<file path="src/rtl/sbox_mask_in_stage.sv">
// Masking feeder for the GF(2^8) inverter: draws fresh input/output masks from an LFSR,
// maps masked data and mask into tower coordinates, and queues them in a 2-entry buffer.

module sbox_basis_row #(
    parameter logic [7:0] ROW = 8'h01
) (
    input  logic [7:0] x,
    output logic       y
);
    assign y = ^(ROW & x);
endmodule

module sbox_mask_in_stage #(
    parameter logic [63:0] BASIS = 64'h8040201008040201,
    parameter logic [15:0] SEED  = 16'hACE1
) (
    input  logic        clk,
    input  logic        rst,
    input  logic        in_valid,
    output logic        in_ready,
    input  logic [7:0]  in_data,
    input  logic        mask_en,
    input  logic        seed_load,
    input  logic [15:0] seed_val,
    output logic        out_valid,
    input  logic        out_ready,
    output logic [7:0]  a_out,
    output logic [7:0]  m_out,
    output logic [7:0]  n_out
);
    typedef struct packed {
        logic [7:0] a;
        logic [7:0] m;
        logic [7:0] n;
    } entry_t;

    function automatic logic [15:0] lfsr_adv16(input logic [15:0] s);
        logic [15:0] t;
        t = s;
        for (int k = 0; k < 16; k++)
            t = {t[14:0], t[15] ^ t[13] ^ t[12] ^ t[10]};
        return t;
    endfunction

    logic [15:0] lfsr;
    logic [7:0]  m_raw, n_raw, masked, a_map, m_map;
    logic        accept, pop;
    logic [1:0]  count, count_nxt;
    logic        wr_ptr, rd_ptr;
    entry_t      mem [2];
    entry_t      head;

    assign accept = in_valid & in_ready;
    assign pop    = out_valid & out_ready;
    assign m_raw  = mask_en ? lfsr[15:8] : 8'h00;
    assign n_raw  = mask_en ? lfsr[7:0]  : 8'h00;
    // Mask is applied before the linear map so the raw byte never reaches a register.
    assign masked = in_data ^ m_raw;

    genvar i;
    generate
        for (i = 0; i < 8; i++) begin : g_row
            sbox_basis_row #(.ROW(BASIS[8*i +: 8])) u_a (.x(masked), .y(a_map[i]));
            sbox_basis_row #(.ROW(BASIS[8*i +: 8])) u_m (.x(m_raw),  .y(m_map[i]));
        end
    endgenerate

    always_ff @(posedge clk) begin
        if (rst)
            lfsr <= SEED;
        else if (seed_load)
            lfsr <= (seed_val == 16'h0000) ? SEED : seed_val;
        else if (accept)
            lfsr <= lfsr_adv16(lfsr);
    end

    always_comb begin
        count_nxt = count;
        if (accept && !pop)
            count_nxt = count + 2'd1;
        else if (pop && !accept)
            count_nxt = count - 2'd1;
    end

    always_ff @(posedge clk) begin
        if (rst) begin
            mem[0]   <= '0;
            mem[1]   <= '0;
            wr_ptr   <= 1'b0;
            rd_ptr   <= 1'b0;
            count    <= 2'd0;
            in_ready <= 1'b1;
        end else begin
            if (accept) begin
                mem[wr_ptr] <= '{a: a_map, m: m_map, n: n_raw};
                wr_ptr      <= ~wr_ptr;
            end
            if (pop)
                rd_ptr <= ~rd_ptr;
            count    <= count_nxt;
            in_ready <= (count_nxt != 2'd2);
        end
    end

    assign head      = mem[rd_ptr];
    assign out_valid = (count != 2'd0);
    assign a_out     = head.a;
    assign m_out     = head.m;
    assign n_out     = head.n;
endmodule

</file>
<file path="config.mk">
export PLATFORM = sky130hd
export DESIGN_NAME = sbox_mask_in_stage
export DESIGN_NICKNAME = d
export VERILOG_FILES = /design/src/rtl/sbox_mask_in_stage.sv
export SDC_FILE = /design/constraint.sdc
export NUM_CORES = 1
export LEC_CHECK = 0
export ABC_AREA = 1
export BUFFER_PORTS_ARGS = -buffer_cell sky130_fd_sc_hd__buf_2
export CORE_MARGIN = 1
export CORE_UTILIZATION = 55
export DETAILED_ROUTE_END_ITERATION = 10
export MAX_ROUTING_LAYER = met4
export PLACE_DENSITY = 0.79
export SYNTH_ARGS = -nofsm -noshare
export SYNTH_HDL_FRONTEND = slang
export SYNTH_SLANG_ARGS = --single-unit
</file>
<file path="constraint.sdc">
create_clock -name clk -period 2.3 [get_ports clk]
set_clock_uncertainty 0.05 [all_clocks]
set_input_delay 0.115 -clock clk [delete_from_list [all_inputs] [get_ports clk]]
set_output_delay 0.115 -clock clk [all_outputs]
set_load 0.05 [all_outputs]
</file>
==> results of run 1 <==
stage by stage:
| stage | area [um^2] | utilization | hold WS [ns] |
|---|---|---|---|
| after floorplan | 3730 | - | 0.201 |
| after global placement | 4040 | 0.625 | 0.332 |
| after detailed placement | 4040 | 0.625 | 0.334 |
| after CTS | 4280 | 0.663 | 0.00603 |
| after global routing | 4280 | 0.663 | 0.0162 |
| final | 4280 | 0.663 | 0.0182 |
cells by family after synthesis:
kind of cell | count (synthesis)
adder cells (fa/ha/maj) | 1
AND/OR/NAND/NOR | 177
XOR/XNOR | 32
AO/OA/AOI/OAI | 37
buffers and inverters | 60
flip-flops | 70
multiplexers | 24
path summary, 6_finish.rpt:
path	startpoint	to	slack, ns	cells past startpoint
max	flop	m_out[2]	0.56	3
min	seed_val[10]	lfsr[10]$_SDFFE_PP1P_	0.02	3
max reg2reg	lfsr[10]$_SDFFE_PP1P_	lfsr[0]$_SDFFE_PP1P_	0.63	13
min reg2reg	wr_ptr$_SDFFE_PP0P_	wr_ptr$_SDFFE_PP0P_	0.45	2
routing by layer:
metal | routed length [um] | GRT usage | up-vias
li1 | - | - | 1436
met1 | 3440 | 0.315 | 1397
met2 | 3840 | 0.412 | 99
met3 | 448 | 0.0334 | 14
met4 | 165 | 0.0986 | 0
met5 | 0 | - | -
synth_stat cells (2+ instances only):
| library cell | count |
|---|---|
| nor3_1 | 17 |
| buf_4 | 2 |
| a21oi_1 | 3 |
| mux2_2 | 24 |
| o22ai_1 | 2 |
| edfxtp_1 | 48 |
| clkbuf_1 | 7 |
| nor2_1 | 46 |
| o21ai_1 | 3 |
| nand2_1 | 83 |
| buf_6 | 4 |
| nand3_1 | 17 |
| o21ai_0 | 13 |
| inv_2 | 8 |
| buf_2 | 7 |
| inv_1 | 31 |
| nand2_4 | 3 |
| dfxtp_1 | 22 |
| xnor2_1 | 13 |
| nand2_2 | 8 |
| a221oi_1 | 2 |
| o31ai_1 | 3 |
| a31oi_1 | 5 |
| xor2_1 | 17 |
| o211ai_1 | 2 |
flip-flops by register name (all words and copies together) (netlist names), named ones only:
signal,cells
count,2
in_ready,1
lfsr,16
mem,48
rd_ptr,1
wr_ptr,1
report_power, final:
part	switching [uW]	internal (uW)
logic	1350	646
clock network	474	527
registers	136	1560
total	1960	2730
cell type report:
cell class	count	share of cell area
Tap cell	77	0.0225
Timing Repair Buffer	65	0.0876
Sequential cell	70	0.439
Clock buffer	10	0.0321
Multi-Input combinational cell	271	0.369
Inverter	40	0.0350
Clock inverter	6	0.0143
timing repair:
action                     in CTS  in global routing
hold endpoints to repair        5                  0
setup endpoints to repair       0                  0
hold buffers                    5                  0
critical path, delay by kind of cell, from the launching register on:
family	cells	cell delay (ns)
multiplexers	1	0.40
flip-flops	1	0.31
buffers and inverters	2	0.52
==> results.md, run 1 <==
- Status: finished with violations
- Violated checks: design-rule violations
- Multi-input gate area: between 0.0015 and 0.002 mm^2
- Largest net degree at the start of global routing: 26
- Root buffer cell: clkbuf_8
- Period minus WS final: 1.74 ns
- Synth Net Count: 432
- Drt first pass iters: 7
- Final std cells w/o fill: 539
- Antenna violations before repair: 0
- #FFs+latches synth: 70
- Main combinational cell family by area after synthesis: simple AND/OR/NAND/NOR gates
- Commonest non-fill, non-tap cells in the layout: 82 x nand2_1, 55 x buf_2, 48 x edfxtp_1
- Reg clk slew, reported paths: approximately 0.07 ns
- Crit. End Element: output pin
- Seq/Total Area, Yosys: 0.504
- Cell variety after synth: 36
- Most common cell after layout, fill and taps aside: nand2_1
- Yosys top cell by area: edfxtp_1
- Ports: 56
- Synth Flop Type: edfxtp_1
- Antenna diodes: 0
- Post-synth EDFFs: 48
- Routed len/inst: ~15 um
- RSZ-0062 raised after global routing: false
- Endpoints failing setup: 0
- Final WL: 7890 um
- Synth warnings: 0
- Max stage delay on crit path: 0.40 ns
- Inst Count DP: 518
- Setup ws final: 0.558 ns
- Vias per cell: 5.47
- DRT iter0 DRCs: 269
- First-pass GRT wire length: 13300 um
- CP Launch Type: flop
- Setup Buffers After CTS: 0
- Number of global-route vias before repair: roughly 2900
- DRC: 7
- Detail Route Antenna Nets: 0
- Syn Area/Cell: 9.31 um^2
- Worst skew pair latency: 0.35 ns
- Max-slew headroom: 0.611
- Starting Density: 0.578
- DP Wirelength: roughly 5600 um
- Fmax: 0.574 GHz
- Via count: 2946
- LEAKAGE: 0.00191 uW
- Clock net sink count: 70
- Largest cells by area after synthesis: edfxtp_1 39%, dfxtp_1 12%, nand2_1 8.3%, mux2_2 7.2%, nor2_1 4.6%
- MaxCap Viol Count: 0
- Post-Synth Simple-Gate Area: 0.207
- Fraction of layout cells with a size suffix above 1: 0.271
- Mux cell area share after synthesis: 0.0724
- Critical Path AT: approximately 1.6 ns
- CP Cell Sequence: buf_4, mux2_2, buf_2
- Die ar.: slightly above 0.007 mm^2
- Period utilization: 0.758
- # rows: 29
- Total Negative Setup Slacks: 0 ns
- Fill cells: 528
- Port Buf Inserts: 55
- Max-slew violation count: 0
- H-tree levels: 3
- GR Overflow Total: 0
- Post-synth top area share: 0.386
- Syn-to-layout area delta: 14.8%
- Die X: 84.4 um
- Post-cts resize count: 0
- Post-synthesis cell count: 401
- Xor and xnor area share after synthesis: 0.0791
- Die Span Y: 84.4 um
- Reg area: 0.00188 mm^2
- RePlAce Congestion: 0.950
- Worst VDD drop: 471 uV
- Post-layout nets: 488
- Critical Path RT: 2.13 ns
- Setup Crit Path Kind: flop to output pin
- Compound-Gate Fraction of Synth Area: 0.0610
- Slew @ Worst Pin: 0.581 ns
- Post-synthesis adder-cell area fraction: 0.00335
- Synth Cell Area: 0.00373 mm^2
- Total global-route track usage: 0.250
- Num CTS Buffers: 9
- CTS Buffer Depth: 2
- Crit Path Max Fanout: 24
- Worst slack, placed: 0.649 ns
- CTS tree: done
- Ys async rst share: 0
- Core box area: 0.00646 mm^2
- Final hold vios: 0
- Worst hold path type: input pin to flop
- CP max stage cell: mux2_2
- Design Power: 4690 uW
- Pwr per Cell Area: roughly 1100 mW/mm^2
No activity file was read; power rests on OpenSTA's default activity.
==> run 2, diff against run 1 <==
clock period = 1.8 ns   (was 2.3 ns; I/O delays follow)
==> results.md, run 2 (synthesized netlist as in run 1, its figures left out) <==
- Crit Path Max Fanout: 24 (unchanged)
- Die Span Y: 84.4 um (unchanged)
- Antenna diodes: 0 (unchanged)
- Root buffer cell: clkbuf_8
- DP Wirelength: 5440 um (-2.4%)
- Die ar.: 0.00712 mm^2 (unchanged)
- Ports: 56 (unchanged)
- Slew @ Worst Pin: 0.444 ns (-0.137 ns)
- DRT iter0 DRCs: 276 (+2.6%)
- Commonest non-fill, non-tap cells in the layout: 80 x nand2_1, 55 x buf_2, 48 x edfxtp_1
- Detail Route Antenna Nets: 0 (unchanged)
- Fraction of layout cells with a size suffix above 1: 0.288 (+0.0179)
- Largest Register: mem
- DRC: 12 (+5)
- Total Negative Setup Slacks: 0 ns (unchanged)
- Core box area: 0.00646 mm^2 (unchanged)
- Post-layout nets: 494 (+1.2%)
- Crit. End Element: output pin
- Via count: 2957 (+0.37%)
- Setup Crit Path Kind: flop to output pin
- Critical Path AT: 1.58 ns (about the same)
- Final hold vios: 0 (unchanged)
- Most common cell after layout, fill and taps aside: nand2_1
- Max-slew headroom: 0.704 (+0.0926)
- Syn-to-layout area delta: 16.8%
- Period minus WS final: 1.72 ns
- Worst hold path type: input pin to flop
- MaxCap Viol Count: 0 (unchanged)
- Setup Buffers After CTS: 0 (unchanged)
- Die X: 84.4 um (unchanged)
- Reg clk slew, reported paths: 0.07 ns (about the same)
- Worst skew pair latency: 0.36 ns (about the same)
- Routed len/inst: 14.8 um (+1.1%)
- # rows: 29 (unchanged)
- Max-slew violation count: 0 (unchanged)
- Total global-route track usage: 0.245 (-0.00455)
- Period utilization: 0.957
- Status: finished with violations
- Largest net degree at the start of global routing: 26 (unchanged)
- CTS tree: done
- LEAKAGE: 0.00193 uW (+1.4%)
- Critical Path RT: 1.66 ns (-0.47 ns)
- Pwr per Cell Area: 1390 mW/mm^2 (+27%)
- H-tree levels: 3 (unchanged)
- Port Buf Inserts: 55 (unchanged)
- Endpoints failing setup: 0 (unchanged)
- CTS Buffer Depth: 2 (unchanged)
- Largest registers: mem (48), lfsr (16), count (2)
- Final WL: 8070 um (+2.2%)
- Area post-placement: 0.00404 mm^2 (+0.22%)
- Final core occ: 0.675 (+0.0114)
- Clock net sink count: 70 (unchanged)
- CP Launch Type: flop
- Design area: 0.00436 mm^2 (+1.7%)
- Max FFs per register: 48 (unchanged)
- First-pass GRT wire length: 13000 um (-2.2%)
- RePlAce Congestion: 0.889 (-6.4%)
- Num CTS Buffers: 9 (unchanged)
- Vias per cell: 5.43 (-0.73%)
- Starting Density: 0.578 (unchanged)
- Number of global-route vias before repair: 2771 (-2.8%)
- Worst VDD drop: 626 uV (+33%)
- Antenna violations before repair: 0 (unchanged)
- GR Overflow Total: 0 (unchanged)
- Violated checks: design-rule violations
- Fmax: slightly below 0.6 GHz
- Drt first pass iters: 8 (+1)
[run 2: changes by cell type in the layout (fill, tap and decap cells not counted), sizes merged]
cell and delta:
buf +1, clkinv -1, clkinvlp +1, dlygate4sd3 +5
[run 2: worst paths after layout]
kind / from / to / slack [ns] / depth (start not counted)
worst min-delay path: seed_val[11] / lfsr[11]$_SDFFE_PP1P_ / 0.01 / 3
worst max register to register: in_ready$_SDFF_PP1_ / lfsr[8]$_SDFFE_PP0P_ / 0.09 / 7
worst min register to register: wr_ptr$_SDFFE_PP0P_ / wr_ptr$_SDFFE_PP0P_ / 0.44 / 2
worst max-delay path: flop / m_out[1] / 0.08 / 3
[run 2: stage by stage]
step | setup slack, ns | hold slack (ns) | cells | power (uW)
after floorplan | 0.0107 | 0.176 | 401 | 4240
after global placement | 0.242 | 0.296 | 519 | 4660
after detailed placement | 0.213 | 0.301 | 519 | 4720
after CTS | 0.0440 | 0.0146 | 545 | 6020
after global routing | -0.0141 | 0.0387 | 545 | 6360
final | 0.0781 | 0.0120 | 545 | 6050
[run 2: metal layers]
| metal | share of wire | track usage |
|---|---|---|
| met3 | 0.063 | 0.0433 |
| met5 | 0 | - |
| met2 | 0.48 | 0.374 |
| met1 | 0.43 | 0.321 |
| met4 | 0.027 | 0.116 |
[run 2: area by class of cell]
cell class                      count  area, um^2
Inverter                           40         150
Fill cell                         527        2100
Multi-Input combinational cell    271        1600
Timing Repair Buffer               71         420
Tap cell                           77        96.3
Clock buffer                       10         138
Clock inverter                      6        61.3
Sequential cell                    70        1890
[run 2: power by group]
part           switching [uW]  internal (uW)  total, uW
registers                 181           2000       2180
clock network             613            672       1280
logic                    1750            839       2590
total                    2540           3510       6050
[run 2: timing repair]
| action | CTS | global route |
|---|---|---|
| setup endpoints to repair | 0 | 1 |
| endpoints found under the hold margin | 13 | 0 |
| resized for setup | 0 | 6 |
| hold buffers | 10 | 0 |
[run 2: critical path, stage by stage (launching register included)]
cell	delay (ns)
dfxtp_1	0.31
buf_4	0.30
mux2_2	0.39
buf_2	0.21
